**src/rtl/gemm_ctrl_pkg.sv**
```systemverilog
// Shared types and helpers for the tiled GeMM loop-nest controller.
package gemm_ctrl_pkg;

   typedef enum logic [1:0] {
      Idle   = 2'd0,
      Busy   = 2'd1,
      Drain  = 2'd2,
      Finish = 2'd3
   } ctrl_state_e;

   localparam int unsigned PerfWidth = 32;

   // One extra bit keeps (size + unroll - 1) from wrapping at the maximum size.
   function automatic logic [32:0] ceil_div_pow2(input logic [31:0] size,
                                                 input int unsigned log2_unroll);
      logic [32:0] biased;
      biased = {1'b0, size} + ((33'd1 << log2_unroll) - 33'd1);
      return biased >> log2_unroll;
   endfunction

endpackage

```
**src/rtl/gemm_tiled_controller_tile_counter.sv**
```systemverilog
// Wrapping tile index counter; last_value flags the final index below the ceiling.
module tile_counter #(
   parameter int unsigned Width = 16
) (
   input  logic             clk_i,
   input  logic             rst_ni,
   input  logic             tick,
   input  logic             clear,
   input  logic [Width:0]   ceiling,
   output logic [Width-1:0] count,
   output logic             last_value
);

   assign last_value = ({1'b0, count} == (ceiling - (Width + 1)'(1)));

   always_ff @(posedge clk_i or negedge rst_ni) begin
      if (!rst_ni) begin
         count <= '0;
      end else if (clear) begin
         count <= '0;
      end else if (tick) begin
         count <= last_value ? '0 : count + Width'(1);
      end
   end

endmodule

```
**src/rtl/gemm_tiled_controller.sv**
```systemverilog
// Tiled GeMM loop-nest controller (K innermost, then N, then M) with handshakes.
// Optional performance counters are enabled by defining GEMM_CTRL_PERF_EN.
module gemm_tiled_controller
   import gemm_ctrl_pkg::*;
#(
   parameter int unsigned AddrWidth = 16,
   parameter int unsigned MeshRow   = 4,
   parameter int unsigned MeshCol   = 4,
   parameter int unsigned TileK     = 1
) (
   input  logic                 clk_i,
   input  logic                 rst_ni,
   input  logic                 start_i,
   input  logic [AddrWidth-1:0] M_size_i,
   input  logic [AddrWidth-1:0] K_size_i,
   input  logic [AddrWidth-1:0] N_size_i,
   input  logic                 input_valid_i,
   output logic                 input_ready_o,
   output logic                 acc_clear_o,
   output logic                 result_valid_o,
   input  logic                 result_ready_i,
   output logic                 busy_o,
   output logic                 done_o,
   output logic [AddrWidth-1:0] M_count_o,
   output logic [AddrWidth-1:0] K_count_o,
   output logic [AddrWidth-1:0] N_count_o,
   output logic [31:0]          perf_busy_cycles_o,
   output logic [31:0]          perf_stall_cycles_o
);

   localparam int unsigned LogRow = $clog2(MeshRow);
   localparam int unsigned LogCol = $clog2(MeshCol);
   localparam int unsigned LogK   = $clog2(TileK);
   localparam int unsigned CeilW  = AddrWidth + 1;

   ctrl_state_e          state_q;
   logic [CeilW-1:0]     m_tiles_q, k_tiles_q, n_tiles_q;
   logic                 result_valid_q, done_q, busy_q;
   logic [AddrWidth-1:0] m_count, k_count, n_count;
   logic                 m_last, k_last, n_last;
   logic                 in_ready, step, tile_done, final_step, accept;
   logic                 start_ok, zero_size, cnt_clear;
   logic                 k_tick, n_tick, m_tick;

   always_comb begin
      start_ok   = (state_q == Idle) && start_i;
      zero_size  = (M_size_i == '0) || (K_size_i == '0) || (N_size_i == '0);
      in_ready   = (state_q == Busy) && (!result_valid_q || result_ready_i);
      step       = in_ready && input_valid_i;
      tile_done  = step && k_last;
      final_step = tile_done && n_last && m_last;
      accept     = result_valid_q && result_ready_i;
      cnt_clear  = (state_q == Drain) && accept;
      // The final step leaves every index on its last value rather than wrapping.
      k_tick     = step && !final_step;
      n_tick     = tile_done && !final_step;
      m_tick     = tile_done && n_last && !final_step;
   end

   tile_counter #(.Width(AddrWidth)) u_k_counter (
      .clk_i      (clk_i),
      .rst_ni     (rst_ni),
      .tick       (k_tick),
      .clear      (cnt_clear),
      .ceiling    (k_tiles_q),
      .count      (k_count),
      .last_value (k_last)
   );

   tile_counter #(.Width(AddrWidth)) u_n_counter (
      .clk_i      (clk_i),
      .rst_ni     (rst_ni),
      .tick       (n_tick),
      .clear      (cnt_clear),
      .ceiling    (n_tiles_q),
      .count      (n_count),
      .last_value (n_last)
   );

   tile_counter #(.Width(AddrWidth)) u_m_counter (
      .clk_i      (clk_i),
      .rst_ni     (rst_ni),
      .tick       (m_tick),
      .clear      (cnt_clear),
      .ceiling    (m_tiles_q),
      .count      (m_count),
      .last_value (m_last)
   );

   always_ff @(posedge clk_i or negedge rst_ni) begin
      if (!rst_ni) begin
         state_q        <= Idle;
         m_tiles_q      <= '0;
         k_tiles_q      <= '0;
         n_tiles_q      <= '0;
         result_valid_q <= 1'b0;
         done_q         <= 1'b0;
         busy_q         <= 1'b0;
      end else begin
         case (state_q)
            Idle: begin
               result_valid_q <= 1'b0;
               done_q         <= 1'b0;
               if (start_i) begin
                  m_tiles_q <= CeilW'(ceil_div_pow2(32'(M_size_i), LogRow));
                  k_tiles_q <= CeilW'(ceil_div_pow2(32'(K_size_i), LogK));
                  n_tiles_q <= CeilW'(ceil_div_pow2(32'(N_size_i), LogCol));
                  busy_q    <= 1'b1;
                  if (zero_size) begin
                     state_q <= Finish;
                     done_q  <= 1'b1;
                  end else begin
                     state_q <= Busy;
                  end
               end
            end
            Busy: begin
               // A tile completing on the acceptance cycle keeps valid high.
               if (tile_done) begin
                  result_valid_q <= 1'b1;
               end else if (accept) begin
                  result_valid_q <= 1'b0;
               end
               if (final_step) begin
                  state_q <= Drain;
               end
            end
            Drain: begin
               if (accept) begin
                  result_valid_q <= 1'b0;
                  done_q         <= 1'b1;
                  state_q        <= Finish;
               end
            end
            Finish: begin
               done_q  <= 1'b0;
               busy_q  <= 1'b0;
               state_q <= Idle;
            end
            default: begin
               state_q <= Idle;
               busy_q  <= 1'b0;
               done_q  <= 1'b0;
            end
         endcase
      end
   end

   assign input_ready_o  = in_ready;
   assign acc_clear_o    = step && (k_count == '0);
   assign result_valid_o = result_valid_q;
   assign busy_o         = busy_q;
   assign done_o         = done_q;
   assign M_count_o      = m_count;
   assign K_count_o      = k_count;
   assign N_count_o      = n_count;

`ifdef GEMM_CTRL_PERF_EN
   logic [PerfWidth-1:0] perf_busy_q, perf_stall_q;

   // Saturating counters; they hold through Idle so software can read them after done.
   always_ff @(posedge clk_i or negedge rst_ni) begin
      if (!rst_ni) begin
         perf_busy_q  <= '0;
         perf_stall_q <= '0;
      end else if (start_ok) begin
         perf_busy_q  <= '0;
         perf_stall_q <= '0;
      end else begin
         if (((state_q == Busy) || (state_q == Drain)) && (perf_busy_q != '1)) begin
            perf_busy_q <= perf_busy_q + PerfWidth'(1);
         end
         if ((state_q == Busy) && !step && (perf_stall_q != '1)) begin
            perf_stall_q <= perf_stall_q + PerfWidth'(1);
         end
      end
   end

   assign perf_busy_cycles_o  = perf_busy_q;
   assign perf_stall_cycles_o = perf_stall_q;
`else
   assign perf_busy_cycles_o  = '0;
   assign perf_stall_cycles_o = '0;
`endif

endmodule

```
**config.mk**
```make
export PLATFORM = sky130hd
export DESIGN_NAME = gemm_tiled_controller
export DESIGN_NICKNAME = d
export VERILOG_FILES = /design/src/rtl/gemm_ctrl_pkg.sv /design/src/rtl/gemm_tiled_controller_tile_counter.sv /design/src/rtl/gemm_tiled_controller.sv
export SDC_FILE = /design/constraint.sdc
export NUM_CORES = 1
export LEC_CHECK = 0
export CORE_ASPECT_RATIO = 0.9
export CORE_MARGIN = 4
export CORE_UTILIZATION = 48
export CTS_BUF_LIST = sky130_fd_sc_hd__clkbuf_8
export CTS_CLUSTER_SIZE = 12
export DETAILED_ROUTE_END_ITERATION = 8
export HOLD_SLACK_MARGIN = 0.03
export PLACE_DENSITY = 0.9
export SYNTH_ARGS = -nofsm -noshare
export SYNTH_HDL_FRONTEND = slang
export SYNTH_HIERARCHICAL = 1
export SYNTH_SLANG_ARGS = --single-unit
```
**constraint.sdc**
```tcl
create_clock -name clk_i -period 3.51 [get_ports clk_i]
set_clock_uncertainty 0.05 [all_clocks]
set_input_delay 0.5265 -clock clk_i [delete_from_list [all_inputs] [get_ports clk_i]]
set_output_delay 0.5265 -clock clk_i [all_outputs]
set_load 0.01 [all_outputs]
```
==> impl_metrics.env <==
export IMPL_status="complete, no violations"
export IMPL_max_stage_delay_ns=0.56
export IMPL_dr_first_iter_drc_count=499
export IMPL_worst_pin_slew_ns=0.691
export IMPL_powerDensity_nw_per_um2=249
export IMPL_ys_warn_count=6
export IMPL_gp_congestion=0.969
export IMPL_hold_violations=0
export IMPL_finalMaxSlewViolations=0
export IMPL_grt_max_degree=46
export IMPL_cp_top_family="simple AND/OR/NAND/NOR gates"
export IMPL_fin_ws_ns=0.0686
export IMPL_first_global_vias=6518
export IMPL_clockBufferDepth=2
export IMPL_synth_edff_count=0
export IMPL_io_pins=170
export IMPL_cts_buffers=9
export IMPL_ys_ff_latch=99
export IMPL_yosysUniqueCellTypes=59
export IMPL_seqPwrFrac_pct=52.1
export IMPL_vias=6880
export IMPL_critical_path_slowest_cell="or4_4"
export IMPL_relSlewSlack_pct=53.5
export IMPL_clock_latency_ns=0.39
export IMPL_first_pass_iters=6
export IMPL_coreArea_um2=15500
export IMPL_min_period_ns=3.44
export IMPL_async_flop_share_pct=100
export IMPL_post_dp_hpwl_um=15500
export IMPL_clkTransAtPathRegs_ns=0.10
export IMPL_worst_setup_path_type="flip-flop to flip-flop"
export IMPL_swShare_pct=30.1
export IMPL_drive_gt1_share_pct=18.9
export IMPL_p_int_uw=1670
export IMPL_clock_sinks=99
export IMPL_max_freq_mhz=291
export IMPL_cp_arrival_ns=3.68
export IMPL_drc=0
export IMPL_grtUsageTotal_pct=21.6
export IMPL_cp_num_buf_inv=1
export IMPL_syn_inst=867
export IMPL_overflow=0
export IMPL_die_area_um2=18000
export IMPL_die_x_um=141
export IMPL_drv_cap=0
export IMPL_clkPwrFrac_pct=30.6
export IMPL_dpl_cell_count=1238
export IMPL_wl_per_cell_um=15.9
export IMPL_dieHeight_um=128
export IMPL_area_growth_pct=25.4
export IMPL_seq_area_frac_synth_pct=32.5
export IMPL_antenna_found_initial=0
export IMPL_cp_data_required_time_ns=3.75
export IMPL_via_per_inst=5.43
export IMPL_path_max_fanout=4
export IMPL_cts_tree="done"
export IMPL_finalWirelength_um=20100
export IMPL_rsz0062_at_grt="true"
export IMPL_syn_avg_cell_area_um2=8.79
export IMPL_layout_commonest_cell="nand2_1"
export IMPL_p_switching_uw=716
export IMPL_hold_path_class="input port to async pin"
export IMPL_root_buffer="clkbuf_8"
export IMPL_finalCritPeriodShare_pct=98.0
export IMPL_fin_tns_setup_ns=0
export IMPL_layout_common_cells="136 x nand2_1, 104 x clkdlybuf4s50_1, 99 x dfrtp_1, 80 x buf_4, 77 x conb_1"
export IMPL_portBuffers=105
export IMPL_crit_chain="or4_4, xor2_1, or4_4, a22oi_4, nand2_2, nor4_4, nand4_1, nor3b_2, buf_4, and3_4, and3_4, nand3_2, xor2_1, nor2_1"
export IMPL_ir_worst_vdd_v=0.000163
export IMPL_cp_start_kind="flip-flop"
export IMPL_end_kind="flip-flop"
export IMPL_drtAntennaViolNets=0
export IMPL_p_leak_uw=0.00430
export IMPL_grt_pass1_wl_um=31600
export IMPL_fin_cells=1267
export IMPL_h_tree_depth=3
export IMPL_finalPower_uw=2380
export IMPL_synth_area_um2=7620
export IMPL_fin_nets=1124
export IMPL_finalSetupViolations=0
export IMPL_synthFlopType="dfrtp_1"
export IMPL_cts_hold_buf=0
export IMPL_diodes=0
export IMPL_rows=43
export IMPL_pwr_share_comb_pct=17.3
export IMPL_dp_slack_ns=-0.0855
export IMPL_start_util_pct=49.2
==> power by group through the flow <==
stage,clock network [µW],logic [µW],registers (µW)
6_report,730,412,1240
5_1_grt,787,444,1250
4_1_cts,749,406,1240
3_5_place_dp,0,404,1260
3_3_place_gp,0,394,1260
2_1_floorplan,0,241,1250
==> logic make-up (layout without fill, tap and decap cells) <==
| group | count (synthesis) | count (layout) | share of synthesized area, % |
|---|---|---|---|
| AND/OR/NAND/NOR | 418 | 418 | 30.3 |
| XOR/XNOR | 112 | 112 | 12.9 |
| buffers and inverters | 108 | 230 | 9.90 |
| AO/OA/AOI/OAI | 100 | 100 | 10.1 |
| flip-flops | 99 | 99 | 32.5 |
| multiplexers | 18 | 18 | 2.41 |
| adder cells (fa/ha/maj) | 11 | 11 | 1.81 |
| other | 1 | 77 | 0.0492 |
==> synth_stat cells, types with 5 or more instances <==
cell      number  area share [%]
nand2_1      138             6.8
dfrtp_1       99              33
xnor2_1       67             7.7
buf_4         64             6.3
xor2_1        45             5.2
nor2_1        43             2.1
nand3_1       42             2.8
o21ai_0       32             2.1
nor2_2        30             2.5
nor4_1        30             2.5
inv_1         27             1.3
and3_1        26             2.1
nand4_1       16             1.3
mux2i_1       15             2.0
a21oi_1       14            0.92
nand2b_1      14             1.1
clkbuf_1      11            0.54
ha_1          11             1.8
nor4_2        10             1.6
nor3_1         9            0.59
o31ai_1        7            0.69
a211oi_1       6            0.59
a31oi_1        6            0.49
and4_1         6            0.69
nor3_2         6            0.79
or3_1          6            0.49
or4_1          6            0.59
or4_4          6            0.89
nor2b_1        5            0.41
==> routing by layer <==
layer	wire, µm	track usage, %	vias to the layer above
li1	-	-	3287
met4	532	8.15	0
met5	0	0	-
met1	8530	27.3	3296
met2	9800	36.8	249
met3	1220	4.15	48
==> state kept, by name (all words and copies together), names as in the netlist <==
register / flops
state_q: 2
done_o: 1
u_m_counter/count: 16
n_tiles_q: 15
m_tiles_q: 15
u_n_counter/count: 16
k_tiles_q: 16
busy_o: 1
result_valid_o: 1
u_k_counter/count: 16
==> cell type report <==
cell class / instances / area (µm²)
Clock buffer: 11 / 151
Clock inverter: 5 / 35.0
Fill cell: 1287 / 5940
Inverter: 27 / 101
Multi-Input combinational cell: 736 / 4830
Sequential cell: 99 / 2480
Tap cell: 202 / 253
Timing Repair Buffer: 187 / 1700
==> worst paths after layout <==
| path | start | end | slack (ns) | depth (start not counted) |
|---|---|---|---|---|
| max | k_tiles_q[14] | u_m_counter/count[13] | 0.07 | 14 |
| min reg2reg | n_tiles_q[1] | n_tiles_q[1] | 0.47 | 2 |
| min in group clk_i | n_tiles_q[1] | n_tiles_q[1] | 0.47 | 2 |
| max reg2reg | k_tiles_q[14] | u_m_counter/count[13] | 0.07 | 14 |
| min | rst_ni | n_tiles_q[4] | 0.09 | 1 |
| max in group asynchronous | rst_ni | u_k_counter/count[15] | 2.51 | 2 |
==> metrics by stage <==
step,area [µm²],utilization (%),hold slack (ns)
5_1_grt,9550,61.6,0.112
3_5_place_dp,9180,59.2,0.467
6_report,9550,61.6,0.0893
2_1_floorplan,7970,-,0.181
3_3_place_gp,9180,59.2,0.447
4_1_cts,9410,60.7,0.0964
==> timing repair <==
action,in CTS,in global routing
cloned,0,0
resized for setup,4,18
setup buffers,4,9
endpoints found under the setup margin,18,42
pin swaps,3,8
(Power assumes the default switching activity.)
